**src/rtl/vgg16_pkg.sv**
```systemverilog
// Shared definitions for the pooling controller: FSM state encoding and geometry helpers.
package vgg16_pkg;

  typedef enum logic [1:0] {
    ST_IDLE  = 2'd0,
    ST_FEED  = 2'd1,
    ST_DRAIN = 2'd2,
    ST_DONE  = 2'd3
  } pool_state_e;

  function automatic int calc_npix(input int image_width);
    return image_width * image_width;
  endfunction

  function automatic int calc_nout(input int image_width);
    return (image_width / 2) * (image_width / 2);
  endfunction

  // Address width for n entries, never narrower than one bit.
  function automatic int calc_aw(input int n);
    return (n <= 2) ? 1 : $clog2(n);
  endfunction

endpackage

```
**src/rtl/max_pooling2x2_ctrl_if.sv**
```systemverilog
// Bus bundle between the pooling controller and its sequencer, memories and pooling array.
interface max_pooling2x2_ctrl_if
  import vgg16_pkg::*;
#(
  parameter int DATA_WIDTH       = 32,
  parameter int IMAGE_WIDTH      = 4,
  parameter int NUMBER_OF_KERNEL = 8
) ();
  localparam int PIX_AW = calc_aw(calc_npix(IMAGE_WIDTH));
  localparam int OUT_AW = calc_aw(calc_nout(IMAGE_WIDTH));
  localparam int BUS_W  = NUMBER_OF_KERNEL * DATA_WIDTH;

  logic                        i_start;
  logic                        o_busy;
  logic                        o_done;
  logic                        o_rd_en;
  logic [PIX_AW-1:0]           o_rd_addr;
  logic [BUS_W-1:0]            i_rd_data;
  logic                        o_pool_start;
  logic                        o_pool_valid;
  logic [BUS_W-1:0]            o_pool_data;
  logic [NUMBER_OF_KERNEL-1:0] i_pool_valid;
  logic [BUS_W-1:0]            i_pool_data;
  logic                        o_wr_en;
  logic [OUT_AW-1:0]           o_wr_addr;
  logic [BUS_W-1:0]            o_wr_data;
  logic                        o_err;

  modport slave (
    input  i_start, i_rd_data, i_pool_valid, i_pool_data,
    output o_busy, o_done, o_rd_en, o_rd_addr, o_pool_start, o_pool_valid,
    output o_pool_data, o_wr_en, o_wr_addr, o_wr_data, o_err
  );

  modport master (
    output i_start, i_rd_data, i_pool_valid, i_pool_data,
    input  o_busy, o_done, o_rd_en, o_rd_addr, o_pool_start, o_pool_valid,
    input  o_pool_data, o_wr_en, o_wr_addr, o_wr_data, o_err
  );

endinterface

```
**src/rtl/maxp_result_collector.sv**
```systemverilog
// Collects pooled results into the output bank; optional lane check under MAXP_CTRL_LANE_CHECK_EN.
module maxp_result_collector
  import vgg16_pkg::*;
#(
  parameter int  DATA_WIDTH       = 32,
  parameter int  IMAGE_WIDTH      = 4,
  parameter int  NUMBER_OF_KERNEL = 8,
  localparam int OUT_AW           = calc_aw(calc_nout(IMAGE_WIDTH)),
  localparam int BUS_W            = NUMBER_OF_KERNEL * DATA_WIDTH
) (
  input  logic                        clk,
  input  logic                        rst,
  input  logic                        clear_i,
  input  logic                        active_i,
  input  logic [NUMBER_OF_KERNEL-1:0] pool_valid_i,
  input  logic [BUS_W-1:0]            pool_data_i,
  output logic                        wr_en_o,
  output logic [OUT_AW-1:0]           wr_addr_o,
  output logic [BUS_W-1:0]            wr_data_o,
  output logic                        full_o,
  output logic                        err_o
);
  localparam int NOUT  = calc_nout(IMAGE_WIDTH);
  localparam int CNT_W = OUT_AW + 1;
  localparam logic [CNT_W-1:0] CNT_MAX = CNT_W'(NOUT);

  logic [CNT_W-1:0]  out_cnt_q, out_cnt_d;
  logic              wr_en_q;
  logic [OUT_AW-1:0] wr_addr_q;
  logic [BUS_W-1:0]  wr_data_q;
  logic              err_q, err_d;
  logic              accept_s;

  // Accept only when every lane agrees and the output bank is not yet full.
  always_comb begin
    accept_s  = 1'b0;
    out_cnt_d = out_cnt_q;
    err_d     = err_q;
    if (active_i && (&pool_valid_i) && (out_cnt_q < CNT_MAX)) begin
      accept_s = 1'b1;
    end else begin
      accept_s = 1'b0;
    end
    if (clear_i) begin
      out_cnt_d = '0;
    end else if (accept_s) begin
      out_cnt_d = out_cnt_q + CNT_W'(1);
    end else begin
      out_cnt_d = out_cnt_q;
    end
`ifdef MAXP_CTRL_LANE_CHECK_EN
    if (clear_i) begin
      err_d = 1'b0;
    end else if ((|pool_valid_i) && !(&pool_valid_i)) begin
      err_d = 1'b1;
    end else begin
      err_d = err_q;
    end
`else
    err_d = 1'b0;
`endif
  end

  // Write-port and counter registers.
  always_ff @(posedge clk or posedge rst) begin
    if (rst) begin
      out_cnt_q <= '0;
      wr_en_q   <= 1'b0;
      wr_addr_q <= '0;
      wr_data_q <= '0;
      err_q     <= 1'b0;
    end else begin
      out_cnt_q <= out_cnt_d;
      wr_en_q   <= accept_s;
      err_q     <= err_d;
      if (accept_s) begin
        wr_addr_q <= out_cnt_q[OUT_AW-1:0];
        wr_data_q <= pool_data_i;
      end else begin
        wr_addr_q <= wr_addr_q;
        wr_data_q <= wr_data_q;
      end
    end
  end

  assign wr_en_o   = wr_en_q;
  assign wr_addr_o = wr_addr_q;
  assign wr_data_o = wr_data_q;
  assign full_o    = (out_cnt_q == CNT_MAX);
  assign err_o     = err_q;

endmodule

```
**src/rtl/max_pooling2x2_ctrl.sv**
```systemverilog
// Sequences one 2x2 max-pooling pass: raster feed, result collection, done pulse.
// Optional lane-mismatch flag enabled by MAXP_CTRL_LANE_CHECK_EN (inside the collector).
module max_pooling2x2_ctrl
  import vgg16_pkg::*;
#(
  parameter int DATA_WIDTH       = 32,
  parameter int IMAGE_WIDTH      = 4,
  parameter int NUMBER_OF_KERNEL = 8
) (
  input logic                  clk,
  input logic                  rst,
  max_pooling2x2_ctrl_if.slave bus
);
  localparam int NPIX   = calc_npix(IMAGE_WIDTH);
  localparam int PIX_AW = calc_aw(NPIX);
  localparam int BUS_W  = NUMBER_OF_KERNEL * DATA_WIDTH;
  localparam logic [PIX_AW-1:0] PIX_LAST = PIX_AW'(NPIX - 1);

  pool_state_e       state_q, state_d;
  logic [PIX_AW-1:0] rd_addr_q, rd_addr_d;
  logic              rd_en_q;
  logic              feed_vld_q;
  logic              pool_valid_q;
  logic [BUS_W-1:0]  pool_data_q;
  logic              pool_start_q;
  logic              busy_q;
  logic              done_q;
  logic              start_acc_s;
  logic              out_full_s;
  logic              active_s;

  assign active_s = (state_q != ST_IDLE);

  // Next-state logic; i_start only matters in IDLE, so it is never queued.
  always_comb begin
    state_d     = state_q;
    rd_addr_d   = rd_addr_q;
    start_acc_s = 1'b0;
    case (state_q)
      ST_IDLE: begin
        if (bus.i_start) begin
          state_d     = ST_FEED;
          rd_addr_d   = '0;
          start_acc_s = 1'b1;
        end else begin
          state_d = ST_IDLE;
        end
      end
      ST_FEED: begin
        if (rd_addr_q == PIX_LAST) begin
          state_d = ST_DRAIN;
        end else begin
          rd_addr_d = rd_addr_q + PIX_AW'(1);
        end
      end
      ST_DRAIN: begin
        if (!feed_vld_q && !pool_valid_q && out_full_s) begin
          state_d = ST_DONE;
        end else begin
          state_d = ST_DRAIN;
        end
      end
      ST_DONE: state_d = ST_IDLE;
      default: state_d = ST_IDLE;
    endcase
  end

  // State, feed pipe and registered control outputs (derived from next state).
  always_ff @(posedge clk or posedge rst) begin
    if (rst) begin
      state_q      <= ST_IDLE;
      rd_addr_q    <= '0;
      rd_en_q      <= 1'b0;
      feed_vld_q   <= 1'b0;
      pool_valid_q <= 1'b0;
      pool_data_q  <= '0;
      pool_start_q <= 1'b0;
      busy_q       <= 1'b0;
      done_q       <= 1'b0;
    end else begin
      state_q      <= state_d;
      rd_addr_q    <= rd_addr_d;
      rd_en_q      <= (state_d == ST_FEED);
      feed_vld_q   <= rd_en_q;
      pool_valid_q <= feed_vld_q;
      pool_data_q  <= bus.i_rd_data;
      pool_start_q <= start_acc_s;
      busy_q       <= (state_d != ST_IDLE);
      done_q       <= (state_d == ST_DONE);
    end
  end

  maxp_result_collector #(
    .DATA_WIDTH      (DATA_WIDTH),
    .IMAGE_WIDTH     (IMAGE_WIDTH),
    .NUMBER_OF_KERNEL(NUMBER_OF_KERNEL)
  ) u_collector (
    .clk         (clk),
    .rst         (rst),
    .clear_i     (start_acc_s),
    .active_i    (active_s),
    .pool_valid_i(bus.i_pool_valid),
    .pool_data_i (bus.i_pool_data),
    .wr_en_o     (bus.o_wr_en),
    .wr_addr_o   (bus.o_wr_addr),
    .wr_data_o   (bus.o_wr_data),
    .full_o      (out_full_s),
    .err_o       (bus.o_err)
  );

  assign bus.o_busy       = busy_q;
  assign bus.o_done       = done_q;
  assign bus.o_rd_en      = rd_en_q;
  assign bus.o_rd_addr    = rd_addr_q;
  assign bus.o_pool_start = pool_start_q;
  assign bus.o_pool_valid = pool_valid_q;
  assign bus.o_pool_data  = pool_data_q;

endmodule

```
**src/flat_wrapper.sv**
```systemverilog
// flat-port wrapper written by rule: the top's interface ports become plain ports
module max_pooling2x2_ctrl_flat import vgg16_pkg::*;
#(
  parameter int DATA_WIDTH       = 32,
  parameter int IMAGE_WIDTH      = 4,
  parameter int NUMBER_OF_KERNEL = 8
)
  (clk, rst, bus_i_start, bus_i_rd_data, bus_i_pool_valid, bus_i_pool_data, bus_o_busy, bus_o_done, bus_o_rd_en, bus_o_rd_addr, bus_o_pool_start, bus_o_pool_valid, bus_o_pool_data, bus_o_wr_en, bus_o_wr_addr, bus_o_wr_data, bus_o_err);
  max_pooling2x2_ctrl_if #(.DATA_WIDTH(DATA_WIDTH), .IMAGE_WIDTH(IMAGE_WIDTH), .NUMBER_OF_KERNEL(NUMBER_OF_KERNEL)) bus_i ();
  input logic clk;
  input logic rst;
  input wire logic [$bits(bus_i.i_start)-1:0] bus_i_start;
  input wire logic [$bits(bus_i.i_rd_data)-1:0] bus_i_rd_data;
  input wire logic [$bits(bus_i.i_pool_valid)-1:0] bus_i_pool_valid;
  input wire logic [$bits(bus_i.i_pool_data)-1:0] bus_i_pool_data;
  output wire logic [$bits(bus_i.o_busy)-1:0] bus_o_busy;
  output wire logic [$bits(bus_i.o_done)-1:0] bus_o_done;
  output wire logic [$bits(bus_i.o_rd_en)-1:0] bus_o_rd_en;
  output wire logic [$bits(bus_i.o_rd_addr)-1:0] bus_o_rd_addr;
  output wire logic [$bits(bus_i.o_pool_start)-1:0] bus_o_pool_start;
  output wire logic [$bits(bus_i.o_pool_valid)-1:0] bus_o_pool_valid;
  output wire logic [$bits(bus_i.o_pool_data)-1:0] bus_o_pool_data;
  output wire logic [$bits(bus_i.o_wr_en)-1:0] bus_o_wr_en;
  output wire logic [$bits(bus_i.o_wr_addr)-1:0] bus_o_wr_addr;
  output wire logic [$bits(bus_i.o_wr_data)-1:0] bus_o_wr_data;
  output wire logic [$bits(bus_i.o_err)-1:0] bus_o_err;
  assign bus_i.i_start = bus_i_start;
  assign bus_i.i_rd_data = bus_i_rd_data;
  assign bus_i.i_pool_valid = bus_i_pool_valid;
  assign bus_i.i_pool_data = bus_i_pool_data;
  assign bus_o_busy = bus_i.o_busy;
  assign bus_o_done = bus_i.o_done;
  assign bus_o_rd_en = bus_i.o_rd_en;
  assign bus_o_rd_addr = bus_i.o_rd_addr;
  assign bus_o_pool_start = bus_i.o_pool_start;
  assign bus_o_pool_valid = bus_i.o_pool_valid;
  assign bus_o_pool_data = bus_i.o_pool_data;
  assign bus_o_wr_en = bus_i.o_wr_en;
  assign bus_o_wr_addr = bus_i.o_wr_addr;
  assign bus_o_wr_data = bus_i.o_wr_data;
  assign bus_o_err = bus_i.o_err;
  max_pooling2x2_ctrl #(.DATA_WIDTH(DATA_WIDTH), .IMAGE_WIDTH(IMAGE_WIDTH), .NUMBER_OF_KERNEL(NUMBER_OF_KERNEL)) u_core (.clk(clk), .rst(rst), .bus(bus_i));
endmodule
```
**config.mk**
```make
export PLATFORM = sky130hd
export DESIGN_NAME = max_pooling2x2_ctrl_flat
export DESIGN_NICKNAME = d
export VERILOG_FILES = /design/src/rtl/vgg16_pkg.sv /design/src/rtl/max_pooling2x2_ctrl_if.sv /design/src/rtl/maxp_result_collector.sv /design/src/rtl/max_pooling2x2_ctrl.sv /design/src/flat_wrapper.sv
export SDC_FILE = /design/constraint.sdc
export NUM_CORES = 1
export LEC_CHECK = 0
export BUFFER_PORTS_ARGS = -buffer_cell sky130_fd_sc_hd__buf_2
export CAP_MARGIN = 20
export CORE_AREA = 4 4 407 409
export CTS_CLUSTER_DIAMETER = 200
export CTS_CLUSTER_SIZE = 20
export DETAILED_ROUTE_END_ITERATION = 8
export DIE_AREA = 0 0 411 413
export PLACE_DENSITY_LB_ADDON = 0.25
export SLEW_MARGIN = 20
export SYNTH_ARGS = -nofsm -noshare
export SYNTH_HDL_FRONTEND = slang
export SYNTH_HIERARCHICAL = 1
export SYNTH_SLANG_ARGS = --single-unit
export TNS_END_PERCENT = 100
```
**constraint.sdc**
```tcl
create_clock -name clk -period 10.2 [get_ports clk]
set_input_delay 2.04 -clock clk [delete_from_list [all_inputs] [get_ports clk]]
set_output_delay 2.04 -clock clk [all_outputs]
set_load 0.01 [all_outputs]
```
==> qor.yml, run 1 <==
status: "complete, no violations"
setup_ws_ns: 6.40
ir_drop_mv: 0.162
cp_slowest_cell: "buf_4"
cp-end-kind: "register"
slowest_delay_ns: 0.50
synth_top_area_cell: "dfrtp_1"
slew_violations: 0
die_area_um2: 170000
ys_seq_area_frac: 0.790
cts_tree: "yes"
hold-worst-slack_ns: 0.378
relSlewSlack: 0.353
final_layout_size_suffix_gt1_frac: 0.699
min_path_cells: 0
synth.most_common_cell: "dfrtp_1"
syn2layout_area_growth_pct: 51.8
synth_nets: 1403
layout.cells.non_filler: 4134
grt_max_degree: 132
fp.dieW_um: 411
synth_edf_count: 0
rsz0062_at_grt: "no"
route.detailed.drc: 0
critical_path_class: "input port to register"
nFillCells: 18100
yosysTopAreaCellShare: 0.790
postCtsSetupBuffers: 0
path_cells: "buf_2 -> nand4_1 -> nor4_4 -> buf_4 -> buf_12 -> mux2_2"
clockBufferDepth: 3
dr.pass1.iters: 4
cp.required_ns: 10.74
grt_pass1_vias: 12900
register_area_um2: 13300
grt_pass1_wl_um: 127000
nNetsFinal: 2461
core_region_area_um2: 162000
synth-seq-cells: 530
tightest_slew_ns: 0.970
synth_cell_type_count: 32
synthCells: 877
powerDensity_nw_per_um2: 170
rows: 148
floorplan.initialDensity: 0.104
place_hpwl_um: 85900
drt_iter0_drc: 467
root_buffer: "clkbuf_16"
finalHoldViolCount: 0
cp_data_arrival_time_ns: 4.34
multi_input_area_um2: 3270
synthTopCellsByCount: "dfrtp_1 (530), mux2_2 (258), buf_4 (26)"
grt-ovfl-total: 0
ctsHoldBuffers: 0
cts.sinks: 530
clk-insertion-delay-late_ns: 0.71
place.gp.congestion: 0.796
r2r_cells: 6
ys.warnings.count: 6
antenna_found_initial: 99
p_leak_nw: 13.1
worstSetupStartpointType: "input port"
avgRoutedWirePerCell_um: 24.2
fin_skew_ns: 0.0723
pre_cts_ws_ns: 5.70
path_max_fanout: 131
dr_total_vias: 12000
syn_area_per_cell_um2: 19.1
netlist_area_um2: 16800
setup_viol: 0
track_usage: 0.111
hold_class: "register to register"
die_h_um: 413
ant_nets: 0
period_minus_slack_ns: 3.80
cts_resized: 0
vias_per_cell: 2.91
async_flop_share: 1.00
io_buffers: 1046
max_freq_mhz: 263
setup_tns_ns: 0
yosys-top-cells-area: "dfrtp_1 (79%), mux2_2 (17%), buf_4 (1.2%), ha_1 (0.22%), a21oi_1 (0.21%)"
place_inst: 4078
drt_wl_total_um: 100000
finalCritPeriodShare: 0.372
max_cap_viol_count: 0
synth_top_flop_cell: "dfrtp_1"
clk_pin_slew_ns: 0.10
htree_levels: 1
io_pins: 1048
cts_buffers: 30
-- area by class of cell --
| type | instances | area share |
|---|---|---|
| diodes | 24 | 0.00236 |
| clock buffers | 30 | 0.0295 |
| clock inverters | 2 | 0.00162 |
| inverters | 7 | 0.00162 |
| multi-input cells | 310 | 0.128 |
| flip-flops and latches | 530 | 0.520 |
| well taps | 2175 | 0.107 |
| repair buffers | 1056 | 0.209 |
-- critical path, delay by kind of cell --
kind | cells | cell delay, ns
simple gates | 2 | 0.52
buf+inv | 3 | 1.08
mux | 1 | 0.41
-- placed cells by master, fill, tap and decap left out, drive strengths merged, types with 3 or more instances in the layout --
master	count
nand2b	3
diode	24
nor2	3
clkbuf	30
ha	3
a21oi	7
nor3	4
nand2	3
dfrtp	530
inv	8
nand3	4
buf	1056
nand4	4
mux2	258
-- stage by stage --
| step | power [mW] | util | area (µm²) |
|---|---|---|---|
| final | 4.33 | 0.157 | 25500 |
| after global routing | 4.56 | 0.157 | 25400 |
| after CTS | 4.47 | 0.157 | 25400 |
| after detailed placement | 3.11 | 0.152 | 24600 |
| after global placement | 3.11 | 0.152 | 24600 |
| after floorplan | 2.64 | - | 16800 |
-- sequential cells by signal, indices dropped and copies added (netlist names) --
register	count
u_core/bus.o_pool_data	256
u_core/u_collector/wr_addr_o	2
u_core/bus.o_rd_en	1
u_core/bus.o_done	1
u_core/bus.o_busy	1
u_core/state_q	2
u_core/u_collector/out_cnt_q	3
u_core/bus.o_pool_valid	1
u_core/feed_vld_q	1
u_core/u_collector/wr_data_o	256
u_core/u_collector/wr_en_o	1
u_core/bus.o_rd_addr	4
u_core/bus.o_pool_start	1
-- cell families (layout without fill, tap and decap cells) --
logic type,Yosys count,count (layout),share of synthesized area
muxes,258,258,0.173
DFF,530,530,0.790
adders and majority gates,3,3,0.00224
buffers and inverters,37,1095,0.0148
and+or+nand+nor,33,33,0.0140
other,1,25,0.000223
AOI/OAI and AO/OA,15,15,0.00544
-- layer usage --
| metal | global-route usage | vias to the layer above | wire (µm) |
|---|---|---|---|
| li1 | - | 5097 | - |
| met5 | 0 | - | 644 |
| met3 | 0.0567 | 171 | 10900 |
| met4 | 0.0227 | 98 | 2560 |
| met1 | 0.112 | 6044 | 34000 |
| met2 | 0.204 | 626 | 51800 |
-- path summary, 6_finish.rpt --
check / from / to / slack [ns]
worst max register to register: u_core/state_q[0] / u_core/u_collector/wr_data_o[222] / 6.90
worst min register to register: u_core/bus.o_rd_en / u_core/feed_vld_q / 0.38
min in group asynchronous: rst / u_core/u_collector/wr_data_o[66] / 1.43
worst min-delay path: u_core/bus.o_rd_en / u_core/feed_vld_q / 0.38
max in group asynchronous: rst / u_core/bus.o_pool_data[95] / 6.70
worst max-delay path: bus_i_pool_valid[6] / u_core/u_collector/wr_data_o[222] / 6.40
-- report_power, final --
part / leakage, nW / switching (mW) / internal, mW
Sequential: 6.70 / 0.0961 / 2.27
Combinational: 6.02 / 0.388 / 0.277
Clock: 0.387 / 0.775 / 0.528
Total: 13.1 / 1.26 / 3.07
Power figures use the tool's default switching activity.
==> run 2: changes to the inputs <==
- clock period: 10.2 -> 3.7 ns (I/O delays scaled with it)
==> qor.yml, run 2 (synthesis gave the netlist of run 1 again) <==
dr_total_vias: 11900  # -1.1%
die_h_um: 413  # unchanged
tightest_slew_ns: 0.654  # -0.316 ns
nFillCells: 18200  # +0.34%
die_area_um2: 170000  # unchanged
final_layout_size_suffix_gt1_frac: 0.699  # about the same
cts_resized: 0  # unchanged
cts_tree: "yes"
hold_class: "input port to asynchronous set/reset pin"
dr.pass1.iters: 4  # unchanged
postCtsSetupBuffers: 0  # unchanged
pre_cts_ws_ns: 0.805  # -4.90 ns
max_cap_viol_count: 0  # unchanged
setup_ws_ns: 0.823  # -5.58 ns
slew_violations: 0  # unchanged
syn2layout_area_growth_pct: 52.5
route.detailed.drc: 0  # unchanged
crit_top_cell: "buf_12"
max_freq_mhz: 348
p_leak_nw: 13.1  # +0.31%
clockBufferDepth: 3  # unchanged
ctsHoldBuffers: 0  # unchanged
cp_data_arrival_time_ns: 3.42  # -0.92 ns
rows: 148  # unchanged
cts.sinks: 530  # unchanged
track_usage: 0.111  # about the same
cp.required_ns: 4.25  # -6.49 ns
core_region_area_um2: 162000  # unchanged
antenna_found_initial: 67  # -32%
finalCritPeriodShare: 0.778
grt-ovfl-total: 0  # unchanged
status: "complete, no violations"
cp-end-kind: "register"
relSlewSlack: 0.564  # +0.210
setup_viol: 0  # unchanged
place.gp.congestion: 0.800  # +0.50%
path_buf_inv: 2  # -1
cp_slowest_cell: "dfrtp_1"
cts_buffers: 30  # unchanged
period_minus_slack_ns: 2.88
worstSetupStartpointType: "register"
fin_skew_ns: 0.0182  # -0.0541 ns
place_hpwl_um: 85400  # -0.57%
root_buffer: "clkbuf_16"
drt_iter0_drc: 501  # +7.3%
critical_path_class: "register to register"
cp-startpoint: "u_core/state_q[0]"
fp.dieW_um: 411  # unchanged
path_max_fanout: 90  # -31%
floorplan.initialDensity: 0.104  # unchanged
powerDensity_nw_per_um2: 470  # +180%
hold-worst-slack_ns: 0.145  # -0.233 ns
io_buffers: 1046  # unchanged
grt_pass1_wl_um: 126000  # -0.66%
worstReg2RegStart: "u_core/state_q[0]"
ant_nets: 0  # unchanged
drt_wl_total_um: 100000  # +0.20%
clk_pin_slew_ns: 0.10  # about the same
vias_per_cell: 2.88  # -1.1%
slowest_delay_ns: 0.53  # +0.03 ns
rsz0062_at_grt: "no"
final_cell_mix: "buf_2 (1046), dfrtp_1 (530), mux2_2 (258)"
finalHoldViolCount: 0  # unchanged
layout_commonest_cell: "buf_2"
path_delay_family: "simple AND/OR/NAND/NOR gates"
ir_drop_mv: 0.343  # +110%
htree_levels: 1  # unchanged
nNetsFinal: 2465  # +0.16%
io_pins: 1048  # unchanged
grt_max_degree: 107  # -19%
path_cells: "or2_2 -> nand4_1 -> nor4_4 -> buf_12 -> buf_12 -> mux2_2"
clk-insertion-delay-late_ns: 0.66  # -0.05 ns
grt_pass1_vias: 12600  # -2.0%
avgRoutedWirePerCell_um: 24.2  # +0.25%
## run 2: per-layer routing
| metal | routed length, µm | GRT usage |
|---|---|---|
| met1 | 36000 | 0.122 |
| met4 | 4190 | 0.0401 |
| met3 | 11300 | 0.0544 |
| met2 | 48300 | 0.187 |
| met5 | 378 | 0 |
## run 2: area by class of cell
| type | instances | area [µm²] | area share |
|---|---|---|---|
| diodes | 18 | 45.0 | 0.00176 |
| clock buffers | 31 | 776 | 0.0303 |
| clock inverters | 1 | 11.3 | 0.000440 |
| inverters | 7 | 33.8 | 0.00132 |
| multi-input cells | 310 | 3270 | 0.128 |
| flip-flops and latches | 530 | 13300 | 0.518 |
| well taps | 2175 | 2720 | 0.106 |
| repair buffers | 1060 | 5470 | 0.214 |
## run 2: worst paths after layout
| kind | endpoint | slack [ns] | cells after the start |
|---|---|---|---|
| hold reg to reg | u_core/feed_vld_q | 0.41 | 0 |
| setup reg to reg | u_core/u_collector/wr_data_o[10] | 0.82 | 6 |
| max in group asynchronous | u_core/bus.o_pool_data[20] | 2.47 | 3 |
| setup / recovery | u_core/u_collector/wr_data_o[10] | 0.82 | 6 |
| hold / removal | u_core/u_collector/wr_data_o[113] | 0.15 | 2 |
| min in group clk | u_core/bus.o_pool_data[230] | 0.17 | 1 |
## run 2: power breakdown
part / leakage, nW / switching [mW] / internal, mW
combinational: 6.06 / 1.08 / 0.772
clock: 0.388 / 2.15 / 1.49
sequential: 6.70 / 0.282 / 6.26
## run 2: metrics by stage
step	std cells	instance area (µm²)	power [mW]	utilization	setup TNS, ns
final	4132	25600	12.0	0.158	0
after global routing	4114	25500	12.7	0.158	0
after CTS	4114	25500	12.4	0.158	0
after detailed placement	4082	24800	8.58	0.153	0
after global placement	4082	24800	8.57	0.153	0
after floorplan	877	16800	7.27	-	-285.13
==> run 3: changes to the inputs <==
- CORE_AREA: 4 4 407 409 -> 4 4 408 410
- DIE_AREA: 0 0 411 413 -> 0 0 412 414
- clock period: 3.7 -> 2.6 ns (I/O delays scaled with it)
==> qor.yml, run 3 (synthesis gave the netlist of run 1 again) <==
cts_tree: "yes"
hold_class: "input port to register"
setup_viol: 0  # unchanged
dr.pass1.iters: 5  # +1
route.detailed.drc: 0  # unchanged
drt_iter0_drc: 599  # +20%
status: "complete, no violations"
critical_path_class: "register to register"
grt_max_degree: 85  # -21%
nNetsFinal: 2868  # +16%
rows: 148  # unchanged
vias_per_cell: 2.96  # +2.6%
finalCritPeriodShare: 0.904  # +0.127
grt_pass1_vias: 14700  # +16%
cp-end-kind: "register"
io_buffers: 1046  # unchanged
cts.sinks: 530  # unchanged
fp.dieW_um: 412  # +0.24%
final_layout_size_suffix_gt1_frac: 0.594  # -0.105
grt-ovfl-total: 0  # unchanged
place.gp.congestion: 0.889  # +11%
antenna_found_initial: 54  # -19%
grt_pass1_wl_um: 133000  # +5.1%
floorplan.initialDensity: 0.103  # -0.000236
die_h_um: 414  # +0.24%
fin_skew_ns: 0.0402  # +0.0221 ns
root_buffer: "clkbuf_16"
ir_drop_mv: 0.544  # +59%
tightest_slew_ns: 0.701  # +0.0470 ns
nFillCells: 17900  # -1.3%
io_pins: 1048  # unchanged
drt_wl_total_um: 100000  # about the same
relSlewSlack: 0.533  # -0.0313
layout_commonest_cell: "buf_2"
finalPower_mw: 17.5  # +46%
syn2layout_area_growth_pct: 76.3
clockBufferDepth: 3  # unchanged
place_hpwl_um: 86100  # +0.87%
worstSetupStartpointType: "register"
cp_data_arrival_time_ns: 2.90  # -0.52 ns
path_max_fanout: 23  # -74%
track_usage: 0.112  # +0.00120
powerDensity_nw_per_um2: 593  # +26%
ant_nets: 0  # unchanged
cp.required_ns: 3.15  # -1.10 ns
final_cell_mix: "buf_2 (1046), dfrtp_1 (530), dlygate4sd3_1 (368)"
max_cap_viol_count: 0  # unchanged
slew_violations: 0  # unchanged
rsz0062_at_grt: "no"
finalHoldViolCount: 0  # unchanged
max_freq_mhz: 425  # +22%
avgRoutedWirePerCell_um: 22.1  # -8.9%
clk-insertion-delay-late_ns: 0.67  # about the same
final_util: 0.182  # +0.0243
clk_pin_slew_ns: 0.10  # about the same
dr_total_vias: 13400  # +13%
core_region_area_um2: 162000  # +0.23%
htree_levels: 1  # unchanged
cts_buffers: 30  # unchanged
die_area_um2: 171000  # +0.49%
period_minus_slack_ns: 2.35  # -0.526 ns
p_leak_nw: 14.9  # +13%
[run 3: cell types whose count changed in the layout (fill, tap and decap cells not counted)]
cell	delta
dlygate4sd3_1	+368
buf_4	+30
buf_12	+5
diode_2	+3
clkbuf_16	-1
clkinv_8	+1
[run 3: stage by stage]
step | hold slack (ns) | cells | cell area, µm² | setup WS (ns) | setup TNS [ns]
4_1_cts | 0.0000357 | 4517 | 29500 | 0.159 | 0
5_1_grt | 0.0234 | 4526 | 29600 | 0.105 | 0
3_5_place_dp | 0.369 | 4117 | 25100 | 0.147 | 0
6_report | 0.0846 | 4538 | 29600 | 0.249 | 0
3_3_place_gp | 0.367 | 4117 | 25100 | 0.121 | 0
2_1_floorplan | 0.408 | 877 | 16800 | -1.46 | -751.53
[run 3: power breakdown]
| part | total (mW) | internal (mW) | switching, mW |
|---|---|---|---|
| clock network | 5.05 | 2.06 | 2.99 |
| registers | 9.28 | 8.90 | 0.377 |
| logic | 3.21 | 1.50 | 1.71 |
| total | 17.5 | 12.5 | 5.08 |
[run 3: path summary, 6_finish.rpt]
check | from | end | slack (ns) | depth (start not counted)
max | u_core/state_q[1] | u_core/u_collector/wr_data_o[105] | 0.25 | 7
min | bus_i_pool_data[67] | u_core/u_collector/wr_data_o[67] | 0.08 | 2
max reg2reg | u_core/state_q[1] | u_core/u_collector/wr_data_o[105] | 0.25 | 7
min reg2reg | u_core/bus.o_rd_en | u_core/feed_vld_q | 0.39 | 0
max in group asynchronous | rst | u_core/u_collector/wr_data_o[151] | 1.15 | 5
min in group asynchronous | rst | u_core/u_collector/wr_data_o[185] | 0.48 | 3
[run 3: what timing repair did]
action,in CTS,in global routing
endpoints found under the setup margin,0,0
hold endpoints to repair,424,0
hold buffers,368,0
resized for setup,0,0
setup buffers,0,0
[run 3: layout make-up]
cell class	instances	area, µm²	share of cell area
repair buffers	1463	9470	0.320
clock inverters	2	27.5	0.000930
flip-flops and latches	530	13300	0.448
multi-input cells	310	3270	0.111
clock buffers	30	751	0.0254
diodes	21	52.6	0.00178
well taps	2175	2720	0.0920
inverters	7	33.8	0.00114
[run 3: per-layer routing]
layer | vias up | wire length, µm | track usage
li1 | 5939 | - | -
met1 | 6724 | 38300 | 0.128
met2 | 609 | 52400 | 0.209
met3 | 99 | 8190 | 0.0358
met4 | 40 | 1160 | 0.0133
met5 | - | 242 | 0
[run 3: critical path: stages (launching register included)]
cell	delay (ns)
dfrtp_1	0.38
or2_2	0.17
nand4_1	0.18
buf_4	0.23
nor4_4	0.28
buf_12	0.27
buf_4	0.29
mux2_2	0.37
